`src/rtl/serial_pkg.sv`:
```
// -----------------------------------------------------------------------------
// serial_pkg
// Shared definitions for the serial adder datapath slice.
//   feed_state_t  - sequencing states of the operand feeder
//   DEFAULT_WIDTH - default operand length in bits
//   cw_of()       - width of a field that must hold 0..width inclusive
//   clamp_len()   - maps a requested bit count onto 1..width; zero or an
//                   oversize request means "use the full width". The
//                   downstream collector applies the same rule, so both ends
//                   always agree on the framed word length.
// -----------------------------------------------------------------------------
package serial_pkg;

  typedef enum logic [1:0] {
    IDLE  = 2'd0,
    CLEAR = 2'd1,
    SHIFT = 2'd2,
    DONE  = 2'd3
  } feed_state_t;

  localparam int DEFAULT_WIDTH = 8;

  function automatic int cw_of(input int width);
    return $clog2(width + 1);
  endfunction

  function automatic int unsigned clamp_len(input int unsigned len,
                                            input int unsigned width);
    if ((len == 0) || (len > width)) begin
      return width;
    end
    return len;
  endfunction

endpackage

```
`src/rtl/serial_operand_feeder_if.sv`:
```
// -----------------------------------------------------------------------------
// serial_operand_feeder_if
// Bundles the operand handshake, the serial bit stream and its framing
// strobes into one interface.
//   master modport : producer / stream consumer side (drives in_valid, op_a,
//                    op_b, op_cin, op_len, ser_hold)
//   slave modport  : the feeder itself (drives in_ready, adder_clr,
//                    ser_valid, ser_a, ser_b, ser_cin, ser_first, ser_last,
//                    bit_idx, done)
// -----------------------------------------------------------------------------
interface serial_operand_feeder_if
  import serial_pkg::*;
#(
  parameter int WIDTH = DEFAULT_WIDTH,
  parameter int CW    = cw_of(WIDTH)
);

  logic             in_valid;
  logic             in_ready;
  logic [WIDTH-1:0] op_a;
  logic [WIDTH-1:0] op_b;
  logic             op_cin;
  logic [CW-1:0]    op_len;

  logic             adder_clr;
  logic             ser_valid;
  logic             ser_a;
  logic             ser_b;
  logic             ser_cin;
  logic             ser_first;
  logic             ser_last;
  logic [CW-1:0]    bit_idx;
  logic             ser_hold;
  logic             done;

  modport master (
    output in_valid, op_a, op_b, op_cin, op_len, ser_hold,
    input  in_ready, adder_clr, ser_valid, ser_a, ser_b, ser_cin,
           ser_first, ser_last, bit_idx, done
  );

  modport slave (
    input  in_valid, op_a, op_b, op_cin, op_len, ser_hold,
    output in_ready, adder_clr, ser_valid, ser_a, ser_b, ser_cin,
           ser_first, ser_last, bit_idx, done
  );

endinterface

```
`src/rtl/serial_shreg.sv`:
```
// -----------------------------------------------------------------------------
// serial_shreg
// WIDTH-bit parallel-load, shift-right register with zero fill. Only the
// LSB leaves the block because that is the bit currently on the wire.
// Ports:
//   clk      in  rising-edge clock
//   reset    in  asynchronous active-low reset (clears the register)
//   load     in  capture d (takes priority over shift_en)
//   shift_en in  shift right by one, 0 enters at the MSB
//   d        in  WIDTH parallel load value
//   lsb      out current bit 0 of the register
// -----------------------------------------------------------------------------
module serial_shreg
  import serial_pkg::*;
#(
  parameter int WIDTH = DEFAULT_WIDTH
) (
  input  logic             clk,
  input  logic             reset,
  input  logic             load,
  input  logic             shift_en,
  input  logic [WIDTH-1:0] d,
  output logic             lsb
);

  logic [WIDTH-1:0] q;

  // Load wins over shift so a new operand is never corrupted by a stale
  // shift request in the same cycle.
  always_ff @(posedge clk or negedge reset) begin
    if (!reset) begin
      q <= '0;
    end else if (load) begin
      q <= d;
    end else if (shift_en) begin
      q <= {1'b0, q[WIDTH-1:1]};
    end
  end

  assign lsb = q[0];

endmodule

```
`src/rtl/serial_operand_feeder.sv`:
```
// -----------------------------------------------------------------------------
// serial_operand_feeder
// Accepts an operand set (A, B, carry-in, length) over a valid/ready
// handshake and streams the bit pairs LSB-first into the serial adder.
// Sequence per operand: one CLEAR cycle (adder_clr) so the adder re-latches
// carry-in, len SHIFT cycles presenting one bit each, one DONE cycle (done).
// ser_hold freezes the stream while in SHIFT.
// Ports:
//   clk   in  rising-edge clock
//   reset in  asynchronous active-low reset; aborts any transfer in flight
//   bus   slave modport of serial_operand_feeder_if
//         (in_valid/in_ready/op_a/op_b/op_cin/op_len handshake,
//          adder_clr, ser_valid/ser_a/ser_b/ser_cin/ser_first/ser_last,
//          bit_idx, ser_hold, done)
// Every output is decoded from registered state only, so there is no
// combinational path from any input to any output.
// -----------------------------------------------------------------------------
module serial_operand_feeder
  import serial_pkg::*;
#(
  parameter int WIDTH = DEFAULT_WIDTH,
  parameter int CW    = cw_of(WIDTH)
) (
  input  logic                    clk,
  input  logic                    reset,
  serial_operand_feeder_if.slave  bus
);

  feed_state_t   state;
  logic [CW-1:0] counter;
  logic [CW-1:0] len_reg;
  logic          cin_reg;

  logic          accept;
  logic          in_shift;
  logic          shift_step;
  logic          is_first;
  logic          is_last;
  logic [CW-1:0] last_idx;
  logic          a_lsb;
  logic          b_lsb;

  assign accept     = (state == IDLE) && bus.in_valid;
  assign in_shift   = (state == SHIFT);
  assign shift_step = in_shift && !bus.ser_hold;
  assign last_idx   = len_reg - CW'(1);
  assign is_first   = in_shift && (counter == '0);
  assign is_last    = in_shift && (counter == last_idx);

  serial_shreg #(.WIDTH(WIDTH)) u_shreg_a (
    .clk      (clk),
    .reset    (reset),
    .load     (accept),
    .shift_en (shift_step),
    .d        (bus.op_a),
    .lsb      (a_lsb)
  );

  serial_shreg #(.WIDTH(WIDTH)) u_shreg_b (
    .clk      (clk),
    .reset    (reset),
    .load     (accept),
    .shift_en (shift_step),
    .d        (bus.op_b),
    .lsb      (b_lsb)
  );

  // Sequencer. The length is clamped once at accept time so the SHIFT
  // comparison never has to deal with 0 or oversize requests. On the last
  // bit the counter is left alone and the FSM moves straight to DONE.
  always_ff @(posedge clk or negedge reset) begin
    if (!reset) begin
      state   <= IDLE;
      counter <= '0;
      len_reg <= '0;
      cin_reg <= 1'b0;
    end else begin
      case (state)
        IDLE: begin
          if (bus.in_valid) begin
            len_reg <= CW'(clamp_len(int'(bus.op_len), WIDTH));
            cin_reg <= bus.op_cin;
            state   <= CLEAR;
          end
        end
        CLEAR: begin
          counter <= '0;
          state   <= SHIFT;
        end
        SHIFT: begin
          if (!bus.ser_hold) begin
            if (is_last) begin
              state <= DONE;
            end else begin
              counter <= counter + CW'(1);
            end
          end
        end
        DONE: begin
          state <= IDLE;
        end
        default: begin
          state <= IDLE;
        end
      endcase
    end
  end

  // Output decode. Stream fields are forced low outside SHIFT so the
  // downstream collector only ever sees meaningful bits.
  assign bus.in_ready  = (state == IDLE);
  assign bus.adder_clr = (state == CLEAR);
  assign bus.ser_valid = in_shift;
  assign bus.ser_a     = in_shift & a_lsb;
  assign bus.ser_b     = in_shift & b_lsb;
  assign bus.ser_first = is_first;
  assign bus.ser_last  = is_last;
  assign bus.ser_cin   = cin_reg & is_first;
  assign bus.bit_idx   = in_shift ? counter : '0;
  assign bus.done      = (state == DONE);

endmodule

```
`src/flat_wrapper.sv`:
```
// flat-port wrapper written by rule: the top's interface ports become plain ports
module serial_operand_feeder_flat import serial_pkg::*;
#(
  parameter int WIDTH = DEFAULT_WIDTH,
  parameter int CW    = cw_of(WIDTH)
)
  (clk, reset, bus_in_valid, bus_op_a, bus_op_b, bus_op_cin, bus_op_len, bus_ser_hold, bus_in_ready, bus_adder_clr, bus_ser_valid, bus_ser_a, bus_ser_b, bus_ser_cin, bus_ser_first, bus_ser_last, bus_bit_idx, bus_done);
  serial_operand_feeder_if #(.WIDTH(WIDTH), .CW(CW)) bus_i ();
  input  logic clk;
  input  logic reset;
  input wire logic [$bits(bus_i.in_valid)-1:0] bus_in_valid;
  input wire logic [$bits(bus_i.op_a)-1:0] bus_op_a;
  input wire logic [$bits(bus_i.op_b)-1:0] bus_op_b;
  input wire logic [$bits(bus_i.op_cin)-1:0] bus_op_cin;
  input wire logic [$bits(bus_i.op_len)-1:0] bus_op_len;
  input wire logic [$bits(bus_i.ser_hold)-1:0] bus_ser_hold;
  output wire logic [$bits(bus_i.in_ready)-1:0] bus_in_ready;
  output wire logic [$bits(bus_i.adder_clr)-1:0] bus_adder_clr;
  output wire logic [$bits(bus_i.ser_valid)-1:0] bus_ser_valid;
  output wire logic [$bits(bus_i.ser_a)-1:0] bus_ser_a;
  output wire logic [$bits(bus_i.ser_b)-1:0] bus_ser_b;
  output wire logic [$bits(bus_i.ser_cin)-1:0] bus_ser_cin;
  output wire logic [$bits(bus_i.ser_first)-1:0] bus_ser_first;
  output wire logic [$bits(bus_i.ser_last)-1:0] bus_ser_last;
  output wire logic [$bits(bus_i.bit_idx)-1:0] bus_bit_idx;
  output wire logic [$bits(bus_i.done)-1:0] bus_done;
  assign bus_i.in_valid = bus_in_valid;
  assign bus_i.op_a = bus_op_a;
  assign bus_i.op_b = bus_op_b;
  assign bus_i.op_cin = bus_op_cin;
  assign bus_i.op_len = bus_op_len;
  assign bus_i.ser_hold = bus_ser_hold;
  assign bus_in_ready = bus_i.in_ready;
  assign bus_adder_clr = bus_i.adder_clr;
  assign bus_ser_valid = bus_i.ser_valid;
  assign bus_ser_a = bus_i.ser_a;
  assign bus_ser_b = bus_i.ser_b;
  assign bus_ser_cin = bus_i.ser_cin;
  assign bus_ser_first = bus_i.ser_first;
  assign bus_ser_last = bus_i.ser_last;
  assign bus_bit_idx = bus_i.bit_idx;
  assign bus_done = bus_i.done;
  serial_operand_feeder #(.WIDTH(WIDTH), .CW(CW)) u_core (.clk(clk), .reset(reset), .bus(bus_i));
endmodule
```
`config.mk`:
```
export PLATFORM = sky130hd
export DESIGN_NAME = serial_operand_feeder_flat
export DESIGN_NICKNAME = d
export VERILOG_FILES = /design/src/rtl/serial_pkg.sv /design/src/rtl/serial_operand_feeder_if.sv /design/src/rtl/serial_shreg.sv /design/src/rtl/serial_operand_feeder.sv /design/src/flat_wrapper.sv
export SDC_FILE = /design/constraint.sdc
export NUM_CORES = 1
export LEC_CHECK = 0
export ABC_AREA = 1
export BUFFER_PORTS_ARGS = -buffer_cell sky130_fd_sc_hd__buf_2
export CORE_ASPECT_RATIO = 1.1
export CORE_MARGIN = 2
export CORE_UTILIZATION = 45
export DETAILED_ROUTE_END_ITERATION = 8
export GPL_ROUTABILITY_DRIVEN = 0
export PLACE_DENSITY = 0.76
export SYNTH_ARGS = -nofsm -noshare
export SYNTH_HDL_FRONTEND = slang
export SYNTH_SLANG_ARGS = --single-unit
export TNS_END_PERCENT = 100
```
`constraint.sdc`:
```
create_clock -name clk -period 2.1 [get_ports clk]
set_input_delay 0.315 -clock clk [delete_from_list [all_inputs] [get_ports clk]]
set_output_delay 0.315 -clock clk [all_outputs]
set_load 0.05 [all_outputs]
```
==> metrics.cfg, run 1 <==
[run_status]
status = complete, no violations

[timing]
fin_crit_ns = 1.991
final_hold_viol_count = 0
finClkSkew_ns = 0.001967
fmax_mhz = 502.3
layout_setup_ws_ns = 0.1092
finalCritPeriodShare_pct = 94.80
setup_viol = 0
rsz0062_at_grt = yes
drv_slew = 0
relSlewSlack_pct = 59.13
tightest_slew_ns = 0.6130

[critical_path]
crit_end = bus_ser_last
cpPeakStageDelay_ns = 0.38
end_kind = output pin
regToRegEndpoint = u_core.u_shreg_a.q[4]
reg2reg_setup_slack_ns = 0.39
cp.arrival_ns = 1.68
crit_chain = inv_1 > ha_1 > inv_1 > nand2_1 > nand2_2 > nor2_4 > nand4_4 > inv_1 > buf_6
path_common_cell = inv_1
setup.worst_path.class = reg -> out
worstReg2RegStart = u_core.state[1]
critPathLaunchType = flop
startpoint = u_core.len_reg[1]
critPathSlowestCell = dfrtp_1
crit_fanout = 3
ff2ff_path_depth = 7
required_ns = 1.78

[die]
core_area_um2 = 3358
rows = 22
dieArea_um2 = 4026
die_y_um = 66.35
ios = 38
die_w_um = 60.68
start_util_pct = 47.35

[final_layout]
drive_gt1_share_pct = 28.23
reg_top3 = u_core.u_shreg_a.q (8), u_core.u_shreg_b.q (8)
num-nets-final = 281
diodes = 0
fillers = 327
area_growth_pct = 21.32

[hold_path]
hold_class = in -> reg

[clock_tree]
numCtsBuffers = 3
clock-sinks = 27
clock_latency_ns = 0.32
root_buffer = clkbuf_4
clk_pin_slew_ns = 0.14
htree_levels = 1
cts_tree = done
cts_buffer_depth = 2

[logic_synthesis]
synth_cell_type_count = 29
ys_ff_latch = 27
syn_area_um2 = 1590
synthesis.nets = 236
synthCells = 204
syn_area_per_cell_um2 = 7.795
synth_warnings = 0
seq_area_frac_synth_pct = 42.49

[placement]
io_buffers = 37
pre_cts_ws_ns = 0.3092
hpwlAfterDp_um = 2356

[route]
vias = 1430
wl_per_cell_um = 10.91
vias_per_cell = 4.831
drc = 0
drt_iter0_markers = 63
ant_nets = 0
drt_pass1_iterations = 4
routed_wl_um = 3228

[pwr]
irDropWorstVdd_uv = 556.9
finalPower_mw = 2.824
powerDensity_nw_per_um2 = 1464
leakagePower_nw = 1.062

[grt]
grt_max_degree = 30
overflow = 0
grt_pass1_vias = 1247
grt_pass1_wl_um = 5513
antenna_found_initial = 0
groute.usage.overall_pct = 17.58

[run]
maxCapViolCount = 0

-- placed cells by master (no fill, tap or decap), types with 3 or more instances in the layout --
master and count:
o21ai_1 7, inv_2 6, buf_4 12, buf_2 35
a21oi_1 3, o21ai_0 8, nand4_1 4, clkbuf_4 3
nand3_1 6, nor2_1 19, o22ai_1 15, nand2_2 6
inv_1 34, dfrtp_1 27, nand2_1 41, ha_1 6
-- metrics by stage --
| step | hold WS, ns | std cells | setup TNS (ns) | utilization, % | instance area (µm²) |
|---|---|---|---|---|---|
| CTS | 0.1719 | 291 | 0 | 56.22 | 1888 |
| floorplan | 0.01941 | 204 | 0 | - | 1618 |
| detailed placement | 0.3669 | 285 | 0 | 54.77 | 1839 |
| global route | 0.1655 | 296 | -0.02490 | 57.45 | 1929 |
| global placement | 0.3590 | 285 | 0 | 54.77 | 1839 |
| finish | 0.1785 | 296 | 0 | 57.45 | 1929 |
-- cells by family (layout without fill, tap and decap cells) --
logic type,count (synthesis),count (layout),synth area share [%]
buf+inv,49,93,13.06
fa+ha+maj,7,7,5.507
flops,27,27,42.49
xor+xnor,2,2,1.102
simple gates,82,82,24.31
compound gates,37,37,13.53
-- routing by layer --
metal | GRT usage [%] | routed length (µm) | up-vias
met2 | 27.02 | 1565 | 40
li1 | - | - | 741
met3 | 2.153 | 149 | 4
met5 | 0 | 0 | -
met1 | 25.77 | 1483 | 645
met4 | 4.891 | 29 | 0
-- worst min-delay path by stage --
stage / startpoint / to / slack (ns) / cells after the start
global placement: reset / u_core.u_shreg_b.q[4] / 0.36 / 1
global route: bus_op_cin / u_core.cin_reg / 0.17 / 3
finish: bus_op_cin / u_core.cin_reg / 0.18 / 3
floorplan: reset / u_core.cin_reg / 0.02 / 0
CTS: bus_op_cin / u_core.cin_reg / 0.17 / 3
detailed placement: reset / u_core.u_shreg_b.q[4] / 0.37 / 1
-- worst max-delay path: cells and delay by family, from the launching register on --
kind                     cells  cell delay (ns)
buffers and inverters        4             0.35
adder cells (fa/ha/maj)      1             0.29
AND/OR/NAND/NOR              4             0.33
flip-flops                   1             0.38
-- cell usage after synthesis --
| library cell | count | area, µm² |
|---|---|---|
| nand2_1 | 42 | 157.7 |
| inv_1 | 35 | 131.4 |
| dfrtp_1 | 27 | 675.7 |
| nor2_1 | 19 | 71.32 |
| o22ai_1 | 15 | 93.84 |
| o21ai_0 | 8 | 40.04 |
| ha_1 | 7 | 87.58 |
| o21ai_1 | 7 | 35.03 |
| nand3_1 | 6 | 30.03 |
| inv_2 | 5 | 18.77 |
| nand2_2 | 5 | 31.28 |
| buf_2 | 4 | 20.02 |
| nand4_1 | 4 | 25.02 |
| a21oi_1 | 3 | 15.01 |
| buf_4 | 3 | 22.52 |
| a21oi_2 | 1 | 8.760 |
| a22oi_1 | 1 | 7.510 |
| and2_1 | 1 | 6.260 |
| buf_6 | 1 | 11.26 |
| clkbuf_1 | 1 | 3.750 |
| nand3_4 | 1 | 17.52 |
| nand4_4 | 1 | 21.27 |
| nor2_4 | 1 | 11.26 |
| nor3_1 | 1 | 5.000 |
| nor3_2 | 1 | 10.01 |
| o211ai_1 | 1 | 7.510 |
| o21a_1 | 1 | 7.510 |
| xnor2_1 | 1 | 8.760 |
| xor2_1 | 1 | 8.760 |
-- power breakdown --
| group | switching [mW] | internal, mW |
|---|---|---|
| clock network | 0.152 | 0.0744 |
| registers | 0.142 | 0.742 |
| logic | 1.09 | 0.620 |
| total | 1.39 | 1.44 |
-- what timing repair did --
| action | in CTS | in global routing |
|---|---|---|
| pin swaps | 0 | 1 |
| resized for setup | 2 | 1 |
| hold buffers | 1 | 0 |
| endpoints found under the hold margin | 27 | 0 |
| setup endpoints to repair | 2 | 2 |
| buffers inserted | 1 | 5 |
| cloned | 0 | 0 |
-- final cells by class --
cell class / count / area (µm²) / share of cell area, %
multi-input combinational: 128 / 730.7 / 37.87
sequential: 27 / 675.6 / 35.02
timing repair buffer: 49 / 286.5 / 14.85
inverter: 40 / 150.1 / 7.782
tap: 48 / 60.06 / 3.113
clock buffer: 4 / 26.28 / 1.362
Note: power is estimated with default switching activity, not from simulation.
==> inputs of run 2 (changes only) <==
--- a/config.mk
+++ b/config.mk
@@ -13,6 +13,7 @@
 export DETAILED_ROUTE_END_ITERATION = 8
 export GPL_ROUTABILITY_DRIVEN = 0
 export PLACE_DENSITY = 0.76
+export RECOVER_POWER = 25
 export SYNTH_ARGS = -nofsm -noshare
 export SYNTH_HDL_FRONTEND = slang
 export SYNTH_SLANG_ARGS = --single-unit
==> metrics.cfg, run 2 (synthesis gave the netlist of run 1 again) <==
[run_status]
status = complete, no violations  ; unchanged

[critical_path]
cp_top_family = flip-flops  ; unchanged
cp.arrival_ns = 1.68  ; about the same
end_kind = output pin  ; unchanged
critPathLaunchType = flop  ; unchanged
crit_chain = inv_1 > ha_1 > inv_1 > nand2_1 > nand2_2 > nor2_4 > nand4_4 > inv_1 > buf_6  ; unchanged
required_ns = 1.78  ; about the same
crit_fanout = 3  ; unchanged
cpPeakStageDelay_ns = 0.38  ; about the same
critPathSlowestCell = dfrtp_1  ; unchanged
path_buf_inv = 4  ; unchanged
path_common_cell = inv_1  ; unchanged
setup.worst_path.class = reg -> out  ; unchanged

[die]
die_w_um = 60.68  ; unchanged
dieArea_um2 = 4026  ; unchanged
die_y_um = 66.35  ; unchanged
core_area_um2 = 3358  ; unchanged
rows = 22  ; unchanged
ios = 38  ; unchanged
start_util_pct = 47.35  ; unchanged

[route]
ant_nets = 0  ; unchanged
drt_pass1_iterations = 5  ; was 4
vias_per_cell = 4.818  ; was 4.831
routed_wl_um = 3237  ; was 3228 µm
wl_per_cell_um = 10.94  ; was 10.91 µm
drt_iter0_markers = 68  ; was 63
vias = 1426  ; was 1,430
drc = 0  ; unchanged

[final_layout]
drive_gt1_share_pct = 27.82  ; was 28.23%
fin_util_pct = 57.41  ; was 57.45%
num-nets-final = 281  ; unchanged
fillers = 328  ; was 327
finalInstanceArea_um2 = 1928  ; was 1929 µm²
diodes = 0  ; unchanged
layout_commonest_cell = nand2_1  ; unchanged
area_growth_pct = 21.24  ; was 21.32%
fin_cells = 296  ; unchanged
mostFrequentLayoutCells = nand2_1, inv_1, buf_2, dfrtp_1, nor2_1  ; was nand2_1, buf_2, inv_1, dfrtp_1, nor2_1
reg_top3 = u_core.u_shreg_a.q (8), u_core.u_shreg_b.q (8)  ; unchanged

[pwr]
powerDensity_nw_per_um2 = 1466  ; was 1464 nW/µm²
power_frac_clock_pct = 8.0  ; about the same
p_int_mw = 1.436  ; about the same
switchingPower_mw = 1.390  ; was 1.388 mW
power_frac_comb_pct = 60.7  ; about the same
leakagePower_nw = 1.059  ; was 1.062 nW
seq_power_share_pct = 31.3  ; about the same
irDropWorstVdd_uv = 557.4  ; was 556.9 µV
p_sw_share_pct = 49.19  ; was 49.14%

[placement]
dp_cells = 285  ; unchanged
place_area_um2 = 1839  ; unchanged
io_buffers = 37  ; unchanged
hpwlAfterDp_um = 2356  ; unchanged

[grt]
antenna_found_initial = 0  ; unchanged
overflow = 0  ; unchanged
grt_pass1_wl_um = 5513  ; unchanged
grt_max_degree = 30  ; unchanged
grt_pass1_vias = 1247  ; unchanged
groute.usage.overall_pct = 17.58  ; unchanged

[timing]
final_hold_viol_count = 0  ; unchanged
fmax_mhz = 502.4  ; was 502.3 MHz
finalCritPeriodShare_pct = 94.79  ; was 94.80%
setup_viol = 0  ; unchanged
finClkSkew_ns = 0.002488  ; was 0.001967 ns
fin_crit_ns = 1.991  ; about the same
rsz0062_at_grt = yes  ; unchanged
tightest_slew_ns = 1.477  ; was 0.6130 ns
drv_slew = 0  ; unchanged
relSlewSlack_pct = 1.534  ; was 59.13%
holdWs_ns = 0.1784  ; was 0.1785 ns

[clock_tree]
cts_tree = done  ; unchanged
cts_buffer_depth = 2  ; unchanged
clock_latency_ns = 0.32  ; about the same
htree_levels = 1  ; unchanged
clk_pin_slew_ns = 0.14  ; about the same
clock-sinks = 27  ; unchanged
numCtsBuffers = 3  ; unchanged
root_buffer = clkbuf_4  ; unchanged

[run]
maxCapViolCount = 0  ; unchanged

[hold_path]
hold_class = in -> reg  ; unchanged

## run 2: cell count changes in the layout (fill, tap and decap cells not counted), sizes merged
cell / previous run / this run
clkbuf: 4 / 5
buf: 48 / 47
## run 2: power groups by stage
stage                     Combinational, mW  Sequential, mW  Clock [mW]
after floorplan                        1.40           0.864           0
after global placement                 1.63           0.892           0
after detailed placement               1.65           0.898           0
after CTS                              1.69           0.885       0.237
after global routing                   1.93           0.909       0.258
final                                  1.71           0.885       0.227
## run 2: cell type report
cell class              instances  area, µm²  share of cell area [%]
multi-input cells             128      730.7                   37.90
flip-flops and latches         27      675.6                   35.04
repair buffers                 49      285.3                   14.80
inverters                      40      150.1                   7.787
well taps                      48      60.06                   3.115
clock buffers                   4      26.28                   1.363
## run 2: what timing repair did
| item | 4_1_cts | 5_1_grt |
|---|---|---|
| setup endpoints to repair | 2 | 2 |
| resized for setup | 2 | 1 |
| gates cloned | 0 | 0 |
| buffers inserted | 1 | 5 |
| pin swaps | 0 | 1 |
| hold buffers | 1 | 0 |
| endpoints found under the hold margin | 27 | 0 |
## run 2: through the flow
stage | worst slack, ns | TNS (ns) | total power [mW]
floorplan | 0.01510 | 0 | 2.267
global placement | 0.3377 | 0 | 2.518
detailed placement | 0.3092 | 0 | 2.552
CTS | 0.008118 | 0 | 2.808
global route | -0.02490 | -0.02490 | 3.101
finish | 0.1094 | 0 | 2.826
## run 2: metal layers
layer,track usage (%),up-vias,wire length (µm),part of all wire [%]
met3,2.153,4,135,4.2
met2,27.02,36,1567,48
met5,0,-,0,0
met4,4.891,0,29,0.90
met1,25.77,646,1505,46
li1,-,740,-,-
## run 2: tightest hold or removal path, stage by stage
cell,delay (ns)
buf_2,0.08
nand2_1,0.04
nand2_1,0.04
## run 2: worst paths after layout
kind / from / slack [ns] / end / cells past startpoint
max in group asynchronous: reset / 0.39 / u_core.len_reg[3] / 2
worst min-delay path: bus_op_cin / 0.18 / u_core.cin_reg / 3
worst max-delay path: u_core.len_reg[1] / 0.11 / bus_ser_last / 9
worst min register to register: u_core.cin_reg / 0.53 / u_core.cin_reg / 2
min in group asynchronous: reset / 0.85 / u_core.u_shreg_b.q[4] / 2
worst max register to register: u_core.state[1] / 0.39 / u_core.u_shreg_a.q[4] / 7
